### src/rtl/uart_pkg.sv
// rtl/uart_pkg.sv - shared UART types, parity encodings and defaults
package uart_pkg;

  typedef enum logic [2:0] {
    ST_IDLE,
    ST_START,
    ST_DATA,
    ST_PARITY,
    ST_STOP
  } tx_state_t;

  localparam int PAR_NONE = 0;
  localparam int PAR_EVEN = 1;
  localparam int PAR_ODD  = 2;

  localparam int DEFAULT_CLKS_PER_BIT = 868;

  // Even parity makes the total count of ones even; odd parity makes it odd.
  function automatic logic parity_bit(input logic [7:0] data, input int mode);
    return (mode == PAR_ODD) ? ~^data : ^data;
  endfunction

endpackage

### src/rtl/uart_tx_if.sv
// rtl/uart_tx_if.sv - byte request / serial line bundle for the UART transmitter
interface uart_tx_if;

  logic       i_TX_DV;
  logic [7:0] i_TX_Byte;
  logic       o_TX_Ready;
  logic       o_TX_Active;
  logic       o_TX_Serial;
  logic       o_TX_Done;

  modport master (
    output i_TX_DV, i_TX_Byte,
    input  o_TX_Ready, o_TX_Active, o_TX_Serial, o_TX_Done
  );

  modport slave (
    input  i_TX_DV, i_TX_Byte,
    output o_TX_Ready, o_TX_Active, o_TX_Serial, o_TX_Done
  );

endinterface

### src/rtl/uart_baud_counter.sv
// rtl/uart_baud_counter.sv - bit-period counter shared by UART transmit and receive
module uart_baud_counter
  import uart_pkg::*;
#(
  parameter int CLKS_PER_BIT = DEFAULT_CLKS_PER_BIT
) (
  input  logic i_clk,
  input  logic i_rst,
  input  logic i_clear,
  output logic o_bit_end
);

  localparam int CW = (CLKS_PER_BIT > 1) ? $clog2(CLKS_PER_BIT) : 1;
  localparam logic [CW-1:0] LAST = CW'(CLKS_PER_BIT - 1);

  logic [CW-1:0] cnt;

  assign o_bit_end = (cnt == LAST);

  // Count 0..CLKS_PER_BIT-1 and wrap; held at zero while cleared so a new bit starts aligned.
  always_ff @(posedge i_clk) begin
    if (i_rst || i_clear || o_bit_end) begin
      cnt <= '0;
    end else begin
      cnt <= cnt + 1'b1;
    end
  end

endmodule

### src/rtl/uart_tx.sv
// rtl/uart_tx.sv - 8-bit UART transmitter with optional parity and 1 or 2 stop bits
module uart_tx
  import uart_pkg::*;
#(
  parameter int CLKS_PER_BIT = DEFAULT_CLKS_PER_BIT,
  parameter int PARITY       = PAR_NONE,
  parameter int STOP_BITS    = 1
) (
  input  logic      i_clk,
  input  logic      i_rst,
  uart_tx_if.slave  tx
);

  tx_state_t  state, next_state;
  logic [7:0] data_q;
  logic [2:0] idx, idx_d;
  logic       stop_cnt, stop_d;
  logic       serial_q, line_d;
  logic       done_q, done_d;
  logic       bit_end;
  logic       ready;
  logic       accept;

  assign ready  = (state == ST_IDLE) && !i_rst;
  assign accept = tx.i_TX_DV && ready;

  assign tx.o_TX_Ready  = ready;
  assign tx.o_TX_Active = (state != ST_IDLE);
  assign tx.o_TX_Serial = serial_q;
  assign tx.o_TX_Done   = done_q;

  uart_baud_counter #(
    .CLKS_PER_BIT(CLKS_PER_BIT)
  ) u_baud (
    .i_clk    (i_clk),
    .i_rst    (i_rst),
    .i_clear  (state == ST_IDLE),
    .o_bit_end(bit_end)
  );

  // State register; reset aborts any frame in progress.
  always_ff @(posedge i_clk) begin
    if (i_rst) begin
      state <= ST_IDLE;
    end else begin
      state <= next_state;
    end
  end

  // Datapath registers; the line value is registered so it never glitches.
  always_ff @(posedge i_clk) begin
    if (i_rst) begin
      data_q   <= 8'h00;
      idx      <= 3'd0;
      stop_cnt <= 1'b0;
      serial_q <= 1'b1;
      done_q   <= 1'b0;
    end else begin
      if (accept) begin
        data_q <= tx.i_TX_Byte;
      end
      idx      <= idx_d;
      stop_cnt <= stop_d;
      serial_q <= line_d;
      done_q   <= done_d;
    end
  end

  // Next state, and the line level for the state being entered next cycle.
  always_comb begin
    next_state = state;
    idx_d      = idx;
    stop_d     = 1'b0;
    line_d     = 1'b1;
    done_d     = 1'b0;
    case (state)
      ST_IDLE: begin
        idx_d = 3'd0;
        if (accept) next_state = ST_START;
      end
      ST_START: begin
        if (bit_end) next_state = ST_DATA;
      end
      ST_DATA: begin
        if (bit_end) begin
          idx_d = idx + 3'd1;
          if (idx == 3'd7) begin
            next_state = (PARITY != PAR_NONE) ? ST_PARITY : ST_STOP;
          end
        end
      end
      ST_PARITY: begin
        if (bit_end) next_state = ST_STOP;
      end
      ST_STOP: begin
        stop_d = stop_cnt;
        if (bit_end) begin
          if ((STOP_BITS == 1) || (stop_cnt == 1'b1)) begin
            next_state = ST_IDLE;
            done_d     = 1'b1;
            stop_d     = 1'b0;
          end else begin
            stop_d = 1'b1;
          end
        end
      end
      default: next_state = ST_IDLE;
    endcase

    case (next_state)
      ST_START:  line_d = 1'b0;
      ST_DATA:   line_d = data_q[idx_d];
      ST_PARITY: line_d = parity_bit(data_q, PARITY);
      default:   line_d = 1'b1;
    endcase
  end

endmodule

### src/flat_wrapper.sv
// flat-port wrapper written by rule: the top's interface ports become plain ports
module uart_tx_flat import uart_pkg::*;
#(
  parameter int CLKS_PER_BIT = DEFAULT_CLKS_PER_BIT,
  parameter int PARITY       = PAR_NONE,
  parameter int STOP_BITS    = 1
)
  (i_clk, i_rst, tx_i_TX_DV, tx_i_TX_Byte, tx_o_TX_Ready, tx_o_TX_Active, tx_o_TX_Serial, tx_o_TX_Done);
  uart_tx_if tx_i ();
  input  logic i_clk;
  input  logic i_rst;
  input wire logic [$bits(tx_i.i_TX_DV)-1:0] tx_i_TX_DV;
  input wire logic [$bits(tx_i.i_TX_Byte)-1:0] tx_i_TX_Byte;
  output wire logic [$bits(tx_i.o_TX_Ready)-1:0] tx_o_TX_Ready;
  output wire logic [$bits(tx_i.o_TX_Active)-1:0] tx_o_TX_Active;
  output wire logic [$bits(tx_i.o_TX_Serial)-1:0] tx_o_TX_Serial;
  output wire logic [$bits(tx_i.o_TX_Done)-1:0] tx_o_TX_Done;
  assign tx_i.i_TX_DV = tx_i_TX_DV;
  assign tx_i.i_TX_Byte = tx_i_TX_Byte;
  assign tx_o_TX_Ready = tx_i.o_TX_Ready;
  assign tx_o_TX_Active = tx_i.o_TX_Active;
  assign tx_o_TX_Serial = tx_i.o_TX_Serial;
  assign tx_o_TX_Done = tx_i.o_TX_Done;
  uart_tx #(.CLKS_PER_BIT(CLKS_PER_BIT), .PARITY(PARITY), .STOP_BITS(STOP_BITS)) u_core (.i_clk(i_clk), .i_rst(i_rst), .tx(tx_i));
endmodule
### config.mk
export PLATFORM = sky130hd
export DESIGN_NAME = uart_tx_flat
export DESIGN_NICKNAME = d
export VERILOG_FILES = /design/src/rtl/uart_pkg.sv /design/src/rtl/uart_tx_if.sv /design/src/rtl/uart_baud_counter.sv /design/src/rtl/uart_tx.sv /design/src/flat_wrapper.sv
export SDC_FILE = /design/constraint.sdc
export NUM_CORES = 1
export LEC_CHECK = 0
export CAP_MARGIN = 20
export CORE_MARGIN = 2
export CORE_UTILIZATION = 54
export DETAILED_ROUTE_END_ITERATION = 10
export PLACE_DENSITY = 0.84
export SLEW_MARGIN = 10
export SYNTH_ARGS = -nofsm -noshare
export SYNTH_HDL_FRONTEND = slang
export SYNTH_HIERARCHICAL = 1
export SYNTH_SLANG_ARGS = --single-unit
### constraint.sdc
create_clock -name i_clk -period 3.4 [get_ports i_clk]
set_clock_uncertainty 0.2 [all_clocks]
set_input_delay 0.68 -clock i_clk [delete_from_list [all_inputs] [get_ports i_clk]]
set_output_delay 0.68 -clock i_clk [all_outputs]
set_load 0.01 [all_outputs]
==> metrics <==
status complete, no violations; H-tree lvl count 1; crit-path cells nor4b_1 -> nand2_1 -> nor2_1 -> or3b_4 -> o211ai_4 -> mux2_1 -> a221oi_1 -> a32oi_1; RSZ-0062 raised after global routing no; Most used DFF post-synth dfxtp_1; Die Footprint about 0.0029 mm2; fmax between 300 and 400 MHz; WL/cell 12.0 um; hold wc startpoint u_core/u_baud/cnt[0]; startpoint class of the critical path flop; max-slew violation count 0; clk_lat worst skew 0.32 ns; port bufs 14; relative max-transition margin 0.665; CP Capture Point u_core/tx.o_TX_Serial; Hold Fails Final Rpt 0; Placer Congestion 0.824; met3 wire len 91 um; start point of the critical path u_core/u_baud/cnt[4]; Starting Density 0.554; hold buffers post-CTS 0; CTS tree done; clock sink count 26; crit end category flop; WP data required 3.41 ns; setup TNS 0 ns; final setup fails 0; nets 184; DRC errors left 0; Met1 Routed Length 1180 um; Core Footprint 0.00241 mm2; sequential share of the synthesized area 0.390; FILL cells 196; 1st-iter DRT viols 26; most frequent cells in the layout dfxtp_1, nor2_1, nand2_1; Final period util 0.872; Routed WL 2380 um; flop-to-flop setup slack 0.43 ns; Post-DRT Antenna Nets 0; Avg Inst Size Synth 8.73 um2; Worst Tran Pin Value 0.496 ns; CTS clk-pin slew, worst paths between 0.1 and 0.15 ns; Pre-antenna DRT Iters 4; Detailed Place HPWL 1760 um; GRT Total Usage 0.179; Cell variety after synth 40; Final Util 0.651; Synth Instances 153; CTS Buffer Depth 2; VDD IR max 0.293 mV; post-cts resize count 0; Yosys reg bits 26; Ant. Diodes 0; commonest non-fill, non-tap cell in the layout dfxtp_1; met2 wire len between 1000 and 1500 um; reg2reg end u_core/tx.o_TX_Serial; initial antenna violation count 0; leak pwr 0.552 nW; Worst Path Arrival 2.98 ns; Ports 15; pwr dens 387 mW/mm2; share of layout cells above drive strength 1 0.0888; R2R depth 8; Critical R2R Launch u_core/u_baud/cnt[4]; Placed Instances 195; vias in the first global route 963; clk root buf clkbuf_4; via count 1089; Hold WC Path Type flop to flop; Tmin final approximately 3.0 ns; Inserted Clock Buffers 3; largest net degree at the start of global routing 17; postcts setup bufs 0; CP max FO 6; Post-synth EDFFs 0; max capacitance violation total 0; slowest stage delay, CP ~0.5 ns; global-route wire length before repair between 3000 and 4000 um; Syn. warnings 6; grt ovf 0; syn_nets 167; async set-reset flop share out of synthesis 0; non-filler instance count after layout 199; Die H 53.7 um; vias per std cell 5.47; # rows 18; critical path type flop to flop; chip width 53.7 um; Max Used Layer met4; P&R area growth vs syn 17.5%; slowest stage cell, crit path nor4b_1; mapped cell area between 0.001 and 0.0015 mm2
-- synthesized netlist by cell type, types with 3 or more instances --
| master | n | area [um2] |
|---|---|---|
| o21ai_0 | 9 | 45.0 |
| xor2_1 | 4 | 35.0 |
| nand3_1 | 7 | 35.0 |
| inv_1 | 4 | 15.0 |
| nand2b_1 | 10 | 62.6 |
| nor2_1 | 16 | 60.1 |
| xnor2_1 | 8 | 70.1 |
| clkbuf_1 | 5 | 18.8 |
| mux2_1 | 3 | 33.8 |
| nand3b_1 | 3 | 22.5 |
| nand2_1 | 16 | 60.1 |
| nor2b_1 | 4 | 25.0 |
| ha_1 | 3 | 37.5 |
| o21ai_1 | 3 | 15.0 |
| dfxtp_1 | 26 | 521 |
-- stage by stage --
| stage | cell area (um2) | setup WS, ns | hold slack, ns | total power [mW] |
|---|---|---|---|---|
| floorplan | 1340 | 0.495 | 0.226 | 0.374 |
| global placement | 1520 | 0.547 | 0.241 | 0.400 |
| detailed placement | 1520 | 0.470 | 0.265 | 0.402 |
| CTS | 1570 | 0.441 | 0.293 | 0.612 |
| global route | 1570 | 0.318 | 0.319 | 0.635 |
| finish | 1570 | 0.435 | 0.290 | 0.607 |
-- kinds of logic after synthesis --
group	after synthesis	synth area share
AND/OR/NAND/NOR	70	0.281
AO/OA/AOI/OAI	29	0.163
flip-flops	26	0.390
XOR/XNOR	12	0.0787
buffers and inverters	9	0.0253
multiplexers	4	0.0337
adder cells (fa/ha/maj)	3	0.0281
-- metal layers --
metal / vias to the layer above / GRT usage
met4: 0 / 0.0726
met2: 23 / 0.291
met1: 495 / 0.232
li1: 566 / -
met3: 5 / 0.0361
met5: - / 0
-- worst max-delay path, delay by kind of cell, from the launching register on --
family / cells / cell delay [ns]
simple gates: 4 / 1.24
flops: 1 / 0.39
mux: 1 / 0.35
compound gates: 3 / 0.68
-- power by group --
part | switching, mW | internal (mW)
sequential | 0.0104 | 0.315
clock | 0.0913 | 0.119
combinational | 0.0313 | 0.0401
total | 0.133 | 0.474
-- registers in the layout, indices dropped and copies added (netlist names) --
name / flops
u_core/tx.o_TX_Done: 1
u_core/idx: 3
u_core/tx.o_TX_Serial: 1
u_core/u_baud/cnt: 10
u_core/state: 3
u_core/data_q: 8
-- cell type report --
| class | count | area (um2) | area share |
|---|---|---|---|
| Sequential cell | 26 | 520 | 0.332 |
| Clock buffer | 3 | 22.5 | 0.0144 |
| Multi-Input combinational cell | 118 | 781 | 0.498 |
| Timing Repair Buffer | 17 | 163 | 0.104 |
| Inverter | 4 | 15.0 | 0.00957 |
| Clock inverter | 1 | 30.0 | 0.0191 |
| Tap cell | 30 | 37.5 | 0.0239 |
-- worst min-delay path by stage --
| stage | to | slack [ns] | cells past startpoint |
|---|---|---|---|
| 2_1_floorplan | u_core/u_baud/cnt[0] | 0.23 | 1 |
| 3_3_place_gp | u_core/u_baud/cnt[0] | 0.24 | 1 |
| 3_5_place_dp | u_core/u_baud/cnt[0] | 0.27 | 1 |
| 4_1_cts | u_core/u_baud/cnt[0] | 0.29 | 1 |
| 5_1_grt | u_core/u_baud/cnt[0] | 0.32 | 1 |
| 6_report | u_core/u_baud/cnt[0] | 0.29 | 1 |
Note: power is estimated with default switching activity, not from simulation.
